[src/rtl/axi4_wch_drop_responder_pkg.sv]
// Shared definitions for the RAB write-drop path: FSM encodings and AXI response codes.
package axi4_wch_drop_responder_pkg;

    typedef enum logic [1:0] {
        ST_IDLE  = 2'd0,
        ST_DRAIN = 2'd1,
        ST_RESP  = 2'd2
    } drop_state_e;

    localparam logic [1:0] RESP_OKAY   = 2'b00;
    localparam logic [1:0] RESP_EXOKAY = 2'b01;
    localparam logic [1:0] RESP_SLVERR = 2'b10;
    localparam logic [1:0] RESP_DECERR = 2'b11;

    localparam logic [1:0] C_BRESP_DEFAULT = RESP_SLVERR;
    localparam int         DROP_LEN_WIDTH  = 8;

    // A dropped burst ends on whichever comes first: WLAST or the AWLEN-derived final beat.
    function automatic logic is_last_beat(input logic wlast, input logic len_hit);
        return wlast | len_hit;
    endfunction

endpackage

[src/rtl/axi4_wch_drop_responder_fifo.sv]
// Pending-drop descriptor queue: power-of-two FIFO with registered occupancy count.
module axi4_drop_fifo #(
    parameter int WIDTH     = 16,
    parameter int DEPTH_LOG = 2
) (
    input  logic                 clk,
    input  logic                 rst_n,
    input  logic                 push,
    input  logic [WIDTH-1:0]     wr_data,
    input  logic                 pop,
    output logic [WIDTH-1:0]     rd_data,
    output logic                 full,
    output logic                 empty,
    output logic [DEPTH_LOG:0]   count
);

    localparam int DEPTH = 1 << DEPTH_LOG;

    logic [WIDTH-1:0]     mem [DEPTH];
    logic [DEPTH_LOG-1:0] wr_ptr_q;
    logic [DEPTH_LOG-1:0] rd_ptr_q;
    logic [DEPTH_LOG:0]   count_q;
    logic                 do_push;
    logic                 do_pop;

    assign full    = (count_q == (DEPTH_LOG+1)'(DEPTH));
    assign empty   = (count_q == '0);
    assign count   = count_q;
    assign rd_data = mem[rd_ptr_q];
    assign do_push = push && !full;
    assign do_pop  = pop && !empty;

    // NOTE: storage has no reset; the pointers and count alone decide which entries are valid.
    always_ff @(posedge clk) begin
        if (do_push) begin
            mem[wr_ptr_q] <= wr_data;
        end
    end

    always_ff @(posedge clk or negedge rst_n) begin
        if (!rst_n) begin
            wr_ptr_q <= '0;
            rd_ptr_q <= '0;
            count_q  <= '0;
        end else begin
            if (do_push) begin
                wr_ptr_q <= wr_ptr_q + 1'b1;
            end
            if (do_pop) begin
                rd_ptr_q <= rd_ptr_q + 1'b1;
            end
            case ({do_push, do_pop})
                2'b10:   count_q <= count_q + 1'b1;
                2'b01:   count_q <= count_q - 1'b1;
                default: count_q <= count_q;
            endcase
        end
    end

endmodule

[src/rtl/axi4_wch_drop_responder.sv]
// Sinks the W beats of RAB-rejected write bursts and answers each with an error B response.
module axi4_wch_drop_responder
    import axi4_wch_drop_responder_pkg::*;
#(
    parameter int         C_AXI_ID_WIDTH   = 4,
    parameter int         C_AXI_USER_WIDTH = 4,
    parameter int         C_DROP_DEPTH_LOG = 2,
    parameter logic [1:0] C_BRESP          = C_BRESP_DEFAULT
) (
    input  logic                        axi4_aclk,
    input  logic                        axi4_arstn,
    input  logic                        drop_valid,
    output logic                        drop_ready,
    input  logic [C_AXI_ID_WIDTH-1:0]   drop_id,
    input  logic [C_AXI_USER_WIDTH-1:0] drop_user,
    input  logic [7:0]                  drop_len,
    input  logic                        s_axi4_wvalid,
    input  logic                        s_axi4_wlast,
    output logic                        s_axi4_wready,
    output logic [C_AXI_ID_WIDTH-1:0]   s_axi4_bid,
    output logic [1:0]                  s_axi4_bresp,
    output logic [C_AXI_USER_WIDTH-1:0] s_axi4_buser,
    output logic                        s_axi4_bvalid,
    input  logic                        s_axi4_bready,
    output logic                        w_len_err
);

    localparam int DESC_W  = C_AXI_ID_WIDTH + C_AXI_USER_WIDTH + DROP_LEN_WIDTH;
    localparam int CNT_W   = C_DROP_DEPTH_LOG + 1;
    localparam int DEPTH   = 1 << C_DROP_DEPTH_LOG;

    drop_state_e                 state_q;
    drop_state_e                 state_d;

    logic [DESC_W-1:0]           fifo_head;
    logic                        fifo_full;
    logic                        fifo_empty;
    logic [CNT_W-1:0]            fifo_count;
    logic [CNT_W-1:0]            fill_next;
    logic                        push;
    logic                        pop;

    logic                        drop_ready_q;
    logic [C_AXI_ID_WIDTH-1:0]   desc_id_q;
    logic [C_AXI_USER_WIDTH-1:0] desc_user_q;
    logic [7:0]                  desc_len_q;
    logic [7:0]                  beat_cnt_q;

    logic                        w_hs;
    logic                        len_hit;
    logic                        w_end;

    logic                        bvalid_q;
    logic [C_AXI_ID_WIDTH-1:0]   bid_q;
    logic [C_AXI_USER_WIDTH-1:0] buser_q;
    logic [1:0]                  bresp_q;
    logic                        w_len_err_q;

    assign push          = drop_valid && drop_ready_q && !fifo_full;
    assign drop_ready    = drop_ready_q;
    assign s_axi4_wready = (state_q == ST_DRAIN);
    assign w_hs          = s_axi4_wvalid && s_axi4_wready;
    assign len_hit       = (beat_cnt_q == desc_len_q);

    assign s_axi4_bvalid = bvalid_q;
    assign s_axi4_bid    = bid_q;
    assign s_axi4_buser  = buser_q;
    assign s_axi4_bresp  = bresp_q;
    assign w_len_err     = w_len_err_q;

    axi4_drop_fifo #(
        .WIDTH     (DESC_W),
        .DEPTH_LOG (C_DROP_DEPTH_LOG)
    ) u_fifo (
        .clk     (axi4_aclk),
        .rst_n   (axi4_arstn),
        .push    (push),
        .wr_data ({drop_id, drop_user, drop_len}),
        .pop     (pop),
        .rd_data (fifo_head),
        .full    (fifo_full),
        .empty   (fifo_empty),
        .count   (fifo_count)
    );

    // NOTE: combinational logic uses blocking assignments with every output defaulted first,
    // so no latch is inferred on paths that do not assign.
    always_comb begin
        state_d = state_q;
        pop     = 1'b0;
        w_end   = 1'b0;
        case (state_q)
            ST_IDLE: begin
                if (!fifo_empty) begin
                    pop     = 1'b1;
                    state_d = ST_DRAIN;
                end
            end
            ST_DRAIN: begin
                if (w_hs && is_last_beat(s_axi4_wlast, len_hit)) begin
                    w_end   = 1'b1;
                    state_d = ST_RESP;
                end
            end
            ST_RESP: begin
                // Chain straight into the next queued burst so no IDLE bubble appears.
                if (bvalid_q && s_axi4_bready) begin
                    if (!fifo_empty) begin
                        pop     = 1'b1;
                        state_d = ST_DRAIN;
                    end else begin
                        state_d = ST_IDLE;
                    end
                end
            end
            default: state_d = ST_IDLE;
        endcase
    end

    // Ready is registered from the next occupancy so it never depends on this cycle's pop.
    always_comb begin
        fill_next = fifo_count;
        case ({push, pop})
            2'b10:   fill_next = fifo_count + 1'b1;
            2'b01:   fill_next = fifo_count - 1'b1;
            default: fill_next = fifo_count;
        endcase
    end

    // NOTE: sequential state uses non-blocking assignments so every register samples pre-edge values.
    always_ff @(posedge axi4_aclk or negedge axi4_arstn) begin
        if (!axi4_arstn) begin
            state_q      <= ST_IDLE;
            drop_ready_q <= 1'b0;
        end else begin
            state_q      <= state_d;
            drop_ready_q <= (fill_next != CNT_W'(DEPTH));
        end
    end

    always_ff @(posedge axi4_aclk or negedge axi4_arstn) begin
        if (!axi4_arstn) begin
            desc_id_q   <= '0;
            desc_user_q <= '0;
            desc_len_q  <= '0;
            beat_cnt_q  <= '0;
        end else if (pop) begin
            {desc_id_q, desc_user_q, desc_len_q} <= fifo_head;
            beat_cnt_q <= '0;
        end else if (w_hs) begin
            beat_cnt_q <= beat_cnt_q + 1'b1;
        end
    end

    always_ff @(posedge axi4_aclk or negedge axi4_arstn) begin
        if (!axi4_arstn) begin
            bvalid_q    <= 1'b0;
            bid_q       <= '0;
            buser_q     <= '0;
            bresp_q     <= '0;
            w_len_err_q <= 1'b0;
        end else begin
            w_len_err_q <= w_end && (s_axi4_wlast != len_hit);
            if (w_end) begin
                bvalid_q <= 1'b1;
                bid_q    <= desc_id_q;
                buser_q  <= desc_user_q;
                bresp_q  <= C_BRESP;
            end else if (bvalid_q && s_axi4_bready) begin
                bvalid_q <= 1'b0;
            end
        end
    end

endmodule

[config.mk]
export PLATFORM = sky130hd
export DESIGN_NAME = axi4_wch_drop_responder
export DESIGN_NICKNAME = d
export VERILOG_FILES = /design/src/rtl/axi4_wch_drop_responder_pkg.sv /design/src/rtl/axi4_wch_drop_responder_fifo.sv /design/src/rtl/axi4_wch_drop_responder.sv
export SDC_FILE = /design/constraint.sdc
export NUM_CORES = 1
export LEC_CHECK = 0
export CORE_ASPECT_RATIO = 2
export CORE_MARGIN = 5
export CORE_UTILIZATION = 55
export CTS_CLUSTER_SIZE = 12
export DETAILED_ROUTE_END_ITERATION = 8
export PLACE_DENSITY = 0.87
export SYNTH_ARGS = -nofsm -noshare
export SYNTH_HDL_FRONTEND = slang
export SYNTH_SLANG_ARGS = --single-unit
[constraint.sdc]
create_clock -name axi4_aclk -period 4.73 [get_ports axi4_aclk]
set_input_delay 0.946 -clock axi4_aclk [delete_from_list [all_inputs] [get_ports axi4_aclk]]
set_output_delay 0.946 -clock axi4_aclk [all_outputs]
set_load 0.03 [all_outputs]
==> results.tsv, run 1 <==
metric	value	unit
status	completed	
crit_start	drop_valid	
drive_gt1_frac	0.190	
design_area	5240	um^2
path_buf_inv	1	
ant_nets	0	
p_int	2.32	mW
fmax	363	MHz
initial_utilization	0.556	
ctsHtreeMaxLevel	3	
wl_per_cell	18.9	um
diodes	0	
place_area	4920	um^2
cts.sinks	109	
timing.rr.start	beat_cnt_q[4]	
synth_area_per_cell	17.1	um^2
crit_cells	4	
worst_path_max_delay_cell	and2_1	
slew_violations	0	
initialDrtViolationCount	184	
cts-root-buf	clkbuf_16	
clock_skew	7.45	ps
period_needed	2760	ps
grt_usage	0.166	
rrSetupSlack	2290	ps
gr-total-overflow	0	
max-clock-path-buffers	2	
max_stage_delay	760	ps
cts_tree	built	
async_flop_share	0.413	
p_seq_frac	0.448	
end_kind	flip-flop	
grt_start_max_net_pins	46	
powerDensity	645	nW/um^2
num_io_pins	36	
comb_power_share	0.321	
total_power	3.38	mW
cp.arrival	2730	ps
r2r_cells	6	
vdd_drop_max	0.370	mV
synthesis.area	4540	um^2
crit_path_start_kind	input pin	
clock_power_share	0.231	
hold_violations	0	
critPathKind	in2reg	
required	4700	ps
worst_pin_slew	1030	ps
final_nets	334	
routed_wl	7630	um
final_util	0.641	
ys_ff_latch	109	
synth_top_area_share	0.423	
synth_fp_nets	300	
io_buffer_count	34	
pre_cts_ws	1500	ps
insertion_delay	340	ps
numCtsBuffers	9	
die_width	74.3	um
crit_end	u_fifo.mem[1][10]	
max_cap_viol_count	0	
yosys_most_used_dff	edfxtp_1	
path_delay_family	simple AND/OR/NAND/NOR gates	
rsz0062_at_grt	no	
hold_buffers	0	
hpwlAfterDp	5330	um
ys_warn_count	0	
yosysSeqAreaShare	0.671	
antenna_found_initial	0	
hold_path.class	reg2reg	
r2r-end	s_axi4_buser[1]	
areaGrowthSynthToFinish	15.3	%
synth-edff-count	64	
period_share	0.583	
setup_ws	1970	ps
clkSlewWorstSetupHoldPaths	70	ps
cts_setup_buffers	0	
drc	0	
maxSlewHeadroom	0.311	
synth_cells	266	
switching_power	1.05	mW
synth_cell_types	43	
setup_viol	0	
grt_pass1_vias	2473	
row_count	47	
coreArea	8170	um^2
place.gp.congestion	0.794	
dieArea	10300	um^2
critical_path_peak_fanout	16	
yosysTopAreaCell	edfxtp_1	
power.leakage	1.97	nW
switching_share	0.312	
fin_tns_setup	0	ps
grt_first_pass_wirelength	12600	um
yosys-top-cells-area	edfxtp_1 (42%), dfrtp_1 (25%), mux4_2 (7.9%)	
vias_per_cell	5.75	
via_count	2317	
fp.dieH	139	um
drt-pass1-iter-count	4	
path_cells	clkdlybuf4s50_1 > nand2_1 > a21oi_1 > and2_1	
post_cts_resize_count	0	
==> worst reg2reg max path: stages, from the launching register on <==
cell	delay [ps]
dfrtp_1	450
xor2_1	190
nor4_1	280
nand2_1	130
ha_1	230
nor2_1	630
mux2_2	410
==> power by group through the flow <==
| stage | Sequential (mW) | Clock [mW] | Combinational, mW |
|---|---|---|---|
| finish | 1.51 | 0.781 | 1.08 |
| global route | 1.55 | 0.829 | 1.18 |
| CTS | 1.52 | 0.796 | 1.10 |
| detailed placement | 1.54 | 0 | 1.09 |
| global placement | 1.52 | 0 | 1.05 |
| floorplan | 1.48 | 0 | 0.849 |
==> worst min path at each step <==
stage,from,to,slack [ps],cells past startpoint
2_1_floorplan,desc_id_q[0],desc_id_q[0],450,1
3_3_place_gp,s_axi4_bresp[1],s_axi4_bresp[1],460,1
3_5_place_dp,s_axi4_bresp[1],s_axi4_bresp[1],470,1
4_1_cts,s_axi4_bresp[1],s_axi4_bresp[1],480,1
5_1_grt,s_axi4_bresp[1],s_axi4_bresp[1],500,1
6_report,s_axi4_bresp[1],s_axi4_bresp[1],480,1
==> registers in the layout (all words and copies together), names as in the netlist <==
signal / count
state_q: 2
u_fifo.count: 3
u_fifo.wr_ptr_q: 2
s_axi4_bvalid: 1
u_fifo.mem: 64
s_axi4_buser: 4
drop_ready: 1
desc_user_q: 4
s_axi4_bid: 4
desc_id_q: 4
u_fifo.rd_ptr_q: 2
w_len_err: 1
desc_len_q: 8
s_axi4_bresp: 1
beat_cnt_q: 8
==> layer usage <==
| metal | track usage | share of wire |
|---|---|---|
| met2 | 0.286 | 0.56 |
| met1 | 0.193 | 0.38 |
| met3 | 0.0334 | 0.035 |
| met5 | 0 | 0 |
| met4 | 0.0741 | 0.027 |
==> through the flow <==
step                hold WS, ps  instances
finish                      479        403
global route                504        403
CTS                         484        403
detailed placement          468        387
global placement            457        387
floorplan                   452        266
==> cells in the final DEF (no fill, tap or decap), types with 6 or more instances in the layout <==
cell | netlist | layout
clkbuf_16 | 0 | 9
clkdlybuf4s50_1 | 0 | 33
dfrtp_1 | 45 | 45
edfxtp_1 | 64 | 64
ha_1 | 12 | 12
inv_1 | 10 | 10
mux2_2 | 15 | 15
mux2_4 | 6 | 6
mux4_2 | 16 | 16
nand2_1 | 7 | 7
nor2_1 | 6 | 6
xor2_1 | 11 | 11
==> cells in the mapped netlist (all sizes together) (2+ instances only) <==
cell / instances
and2: 5
inv: 11
a21oi: 4
nand2b: 3
or4: 2
dfrtp: 45
nor3: 3
o22ai: 2
nor4: 3
mux4: 16
edfxtp: 64
ha: 12
nor2: 6
nand2: 7
mux2i: 5
o21ai: 4
xor2: 11
nand3: 3
o31ai: 5
mux2: 25
xnor2: 5
buf: 11
==> area by class of cell <==
type / count / area, um^2
Fill cell: 557 / 2940
Tap cell: 98 / 123
Clock buffer: 9 / 225
Multi-Input combinational cell: 134 / 1370
Sequential cell: 109 / 3050
Inverter: 11 / 41.3
Clock inverter: 7 / 90.1
Timing Repair Buffer: 35 / 343
==> cell families (layout without fill, tap and decap cells) <==
kind of cell	Yosys count	in the layout	share of synthesized area
DFF	109	109	0.671
muxes	46	46	0.157
and+or+nand+nor	40	40	0.0512
buffers and inverters	23	62	0.0278
AOI/OAI and AO/OA	19	19	0.0281
xor gates and xnor gates	16	16	0.0308
adders and majority gates	12	12	0.0330
other	1	1	0.000825
Note: power is estimated with default switching activity, not from simulation.
==> inputs of run 2 (changes only) <==
Settings changed: CORE_UTILIZATION 55 to 52, PLACE_DENSITY 0.87 to 0.86.
Clock period 4.73 ns to 2.4 ns, I/O delays scaled along.
==> results.tsv, run 2 (synthesis results as in run 1) <==
metric	value	unit
vias_per_cell	5.66	
route.met2.wl	4340	um
routed_wl	7800	um
grt_usage	0.157	
rrSetupSlack	250	ps
initialDrtViolationCount	140	
period_needed	2150	ps
vdd_drop_max	0.757	mV
worst_pin_slew	590	ps
drive_gt1_frac	0.223	
numCtsBuffers	9	
cts_tree	built	
critical_path_peak_fanout	5	
diodes	0	
place.gp.congestion	0.779	
period_share	0.898	
cts_setup_buffers	0	
io_buffer_count	34	
hold_path.class	in2async	
clock_skew	9.13	ps
cts.sinks	109	
final_cell_mix	edfxtp_1 (64), dfrtp_1 (45), clkdlybuf4s50_1 (33)	
powerDensity	1270	nW/um^2
multi_input_area	1370	um^2
die_width	76.1	um
m1WireLength	3010	um
initial_utilization	0.529	
ctsHtreeMaxLevel	3	
crit_path_start_kind	flip-flop	
row_count	48	
post_cts_resize_count	0	
grt_start_max_net_pins	46	
power.leakage	2.06	nW
status	completed	
clkSlewWorstSetupHoldPaths	70	ps
final_common_cell	edfxtp_1	
max-clock-path-buffers	2	
pre_cts_ws	123	ps
cp.arrival	2380	ps
required	2620	ps
r2r_cells	9	
maxSlewHeadroom	0.607	
coreArea	8590	um^2
cts-root-buf	clkbuf_16	
fin_tns_setup	0	ps
timing.rr.start	u_fifo.count[0]	
dieArea	10800	um^2
critPathKind	reg2reg	
areaGrowthSynthToFinish	18.5	%
hold_buffers	0	
fp.dieH	142	um
setup_viol	0	
end_kind	flip-flop	
insertion_delay	340	ps
highest_layer	met4	
regMostFlops	u_fifo.mem	
antenna_found_initial	0	
hpwlAfterDp	5430	um
slew_violations	0	
via_count	2372	
hold_violations	0	
num_io_pins	36	
grt_pass1_vias	2535	
grt_first_pass_wirelength	13200	um
drt-pass1-iter-count	4	
drc	0	
r2r-end	drop_ready	
final_nets	348	
setup_ws	246	ps
wl_per_cell	18.6	um
reg_top3	u_fifo.mem (64), beat_cnt_q (8), desc_len_q (8)	
gr-total-overflow	0	
ant_nets	0	
fillCellCount	622	
largest_reg_flops	64	
final_util	0.627	
rsz0062_at_grt	no	
regArea	3050	um^2
route.met3.wl	257	um
fmax	464	MHz
max_cap_viol_count	0	
==> run 2: cell count changes in the layout (fill, tap and decap cells not counted), sizes merged <==
cell      delta
buf         +14
clkinvlp     -2
clkbuf       +1
inv          +1
==> run 2: layer usage <==
metal,vias to the layer above,GRT usage
met5,-,0
met4,0,0.0756
met3,17,0.0355
met2,44,0.280
met1,1213,0.177
li1,1098,-
==> run 2: critical path, cell delays in order, from the launching register on <==
cell      delay (ps)
dfrtp_1          450
inv_1             90
ha_1             240
nor2b_1          170
buf_4            170
nor3_1           160
ha_1             250
a221oi_1         110
a311oi_1         290
o21ai_0          110
==> run 2: worst max path at each step <==
stage,from,end,slack (ps),cells past startpoint
after floorplan,u_fifo.count[0],drop_ready,270,11
after global placement,s_axi4_bready,drop_ready,230,8
after detailed placement,s_axi4_bready,drop_ready,120,8
after CTS,beat_cnt_q[1],s_axi4_buser[3],220,7
after global routing,u_fifo.count[0],drop_ready,70,9
final,u_fifo.count[0],drop_ready,250,9
==> run 2: final cells by class <==
cell class | instances | area share
well taps | 100 | 0.0232
inverters | 11 | 0.00767
clock inverters | 6 | 0.0160
flip-flops and latches | 109 | 0.566
repair buffers | 49 | 0.0902
multi-input cells | 134 | 0.254
clock buffers | 10 | 0.0425
==> run 2: metrics by stage <==
step | instance area, um^2 | hold WS (ps) | std cells | power, mW
after global routing | 5380 | 272 | 419 | 7.22
after detailed placement | 5070 | 460 | 403 | 5.33
after global placement | 5070 | 452 | 403 | 5.21
after floorplan | 4540 | 184 | 266 | 4.60
after CTS | 5380 | 239 | 419 | 6.91
final | 5380 | 228 | 419 | 6.82
==> run 2: power by group <==
group	switching (mW)	leakage [nW]	internal, mW
combinational	1.21	0.775	1.25
sequential	0.282	1.13	2.54
clock	0.625	0.154	0.915
==> inputs of run 3 (changes only) <==
Settings changed: CORE_ASPECT_RATIO 2 to default.
==> results.tsv, run 3 (synthesis results as in run 1) <==
metric	value	unit
status	completed	
ctsHtreeMaxLevel	3	
hpwlAfterDp	5270	um
pre_cts_ws	139	ps
regMostFlops	u_fifo.mem	
powerDensity	1220	nW/um^2
period_share	0.960	
required	1920	ps
num_io_pins	36	
crit_start	state_q[0]	
highest_layer	met4	
cts_tree	built	
max-clock-path-buffers	2	
multi_input_area	1370	um^2
maxSlewHeadroom	0.586	
dieArea	10700	um^2
cts-root-buf	clkbuf_8	
worst_path_max_delay_cell	clkdlybuf4s50_1	
setup_viol	0	
numCtsBuffers	9	
die_width	103	um
cp.arrival	1820	ps
rsz0062_at_grt	no	
route.met2.wl	4080	um
max_stage_delay	660	ps
route.met3.wl	240	um
reg_top3	u_fifo.mem (64), beat_cnt_q (8), desc_len_q (8)	
initialDrtViolationCount	99	
areaGrowthSynthToFinish	16.6	%
max_cap_viol_count	0	
power.leakage	2.01	nW
io_buffer_count	34	
hold_violations	0	
final_common_cell	edfxtp_1	
fin_tns_setup	0	ps
slew_violations	0	
grt_pass1_vias	2433	
place.gp.congestion	0.754	
crit_path_start_kind	flip-flop	
clock_skew	15.4	ps
final_nets	345	
critPathKind	reg2out	
hold_ws	105	ps
initial_utilization	0.526	
timing.rr.start	u_fifo.count[0]	
via_count	2347	
total_power	6.45	mW
fillCellCount	600	
grt_usage	0.160	
drive_gt1_frac	0.222	
m1WireLength	3240	um
largest_reg_flops	64	
worst_pin_slew	622	ps
row_count	34	
gr-total-overflow	0	
regArea	3050	um^2
period_needed	2300	ps
vdd_drop_max	0.669	mV
wl_per_cell	18.1	um
setup_ws	95.1	ps
end_kind	output port	
final_cell_mix	edfxtp_1 (64), dfrtp_1 (45), clkdlybuf4s50_1 (33)	
critical_path_peak_fanout	11	
drt-pass1-iter-count	4	
hold_buffers	0	
place_area	5070	um^2
grt_first_pass_wirelength	12600	um
grt_start_max_net_pins	29	
hold_path.class	in2async	
ant_nets	0	
path_cells	nand2b_1 > inv_1 > clkdlybuf4s50_1	
fmax	434	MHz
design_area	5300	um^2
clkSlewWorstSetupHoldPaths	110	ps
cts.sinks	109	
fp.dieH	103	um
drc	0	
vias_per_cell	5.54	
antenna_found_initial	0	
diodes	0	
coreArea	8640	um^2
insertion_delay	370	ps
routed_wl	7670	um
post_cts_resize_count	0	
cts_setup_buffers	0	
-- run 3: cell type report --
type | instances | share of cell area
Clock inverter | 7 | 0.0198
Clock buffer | 9 | 0.0234
Inverter | 11 | 0.00779
Sequential cell | 109 | 0.575
Tap cell | 108 | 0.0255
Timing Repair Buffer | 46 | 0.0897
Multi-Input combinational cell | 134 | 0.258
-- run 3: metrics by stage --
| step | util | cells |
|---|---|---|
| 2_1_floorplan | - | 266 |
| 3_3_place_gp | 0.587 | 408 |
| 3_5_place_dp | 0.587 | 408 |
| 4_1_cts | 0.613 | 424 |
| 5_1_grt | 0.613 | 424 |
| 6_report | 0.613 | 424 |
-- run 3: path summary, 6_finish.rpt --
kind / end / slack, ps / cells past startpoint
min in group axi4_aclk: desc_id_q[3] / 500 / 1
max in group asynchronous: s_axi4_bresp[1] / 1680 / 2
min reg2reg: desc_id_q[3] / 500 / 1
max: s_axi4_wready / 100 / 3
min: drop_ready / 100 / 1
max reg2reg: drop_ready / 250 / 8
-- run 3: where the power goes --
group | switching [mW] | internal [mW] | total [mW]
Sequential | 0.292 | 2.53 | 2.82
Combinational | 1.18 | 1.23 | 2.42
Clock | 0.678 | 0.531 | 1.21
-- run 3: worst max-delay path, delay by kind of cell, from the launching register on --
family                 cells  cell delay (ps)
buffers and inverters      2              730
DFF                        1              590
and+or+nand+nor            1              130
-- run 3: layer usage --
metal | GRT usage | vias up
met1 | 0.205 | 1208
met3 | 0.0369 | 6
met2 | 0.275 | 47
li1 | - | 1086
met5 | 0 | -
met4 | 0.0418 | 0
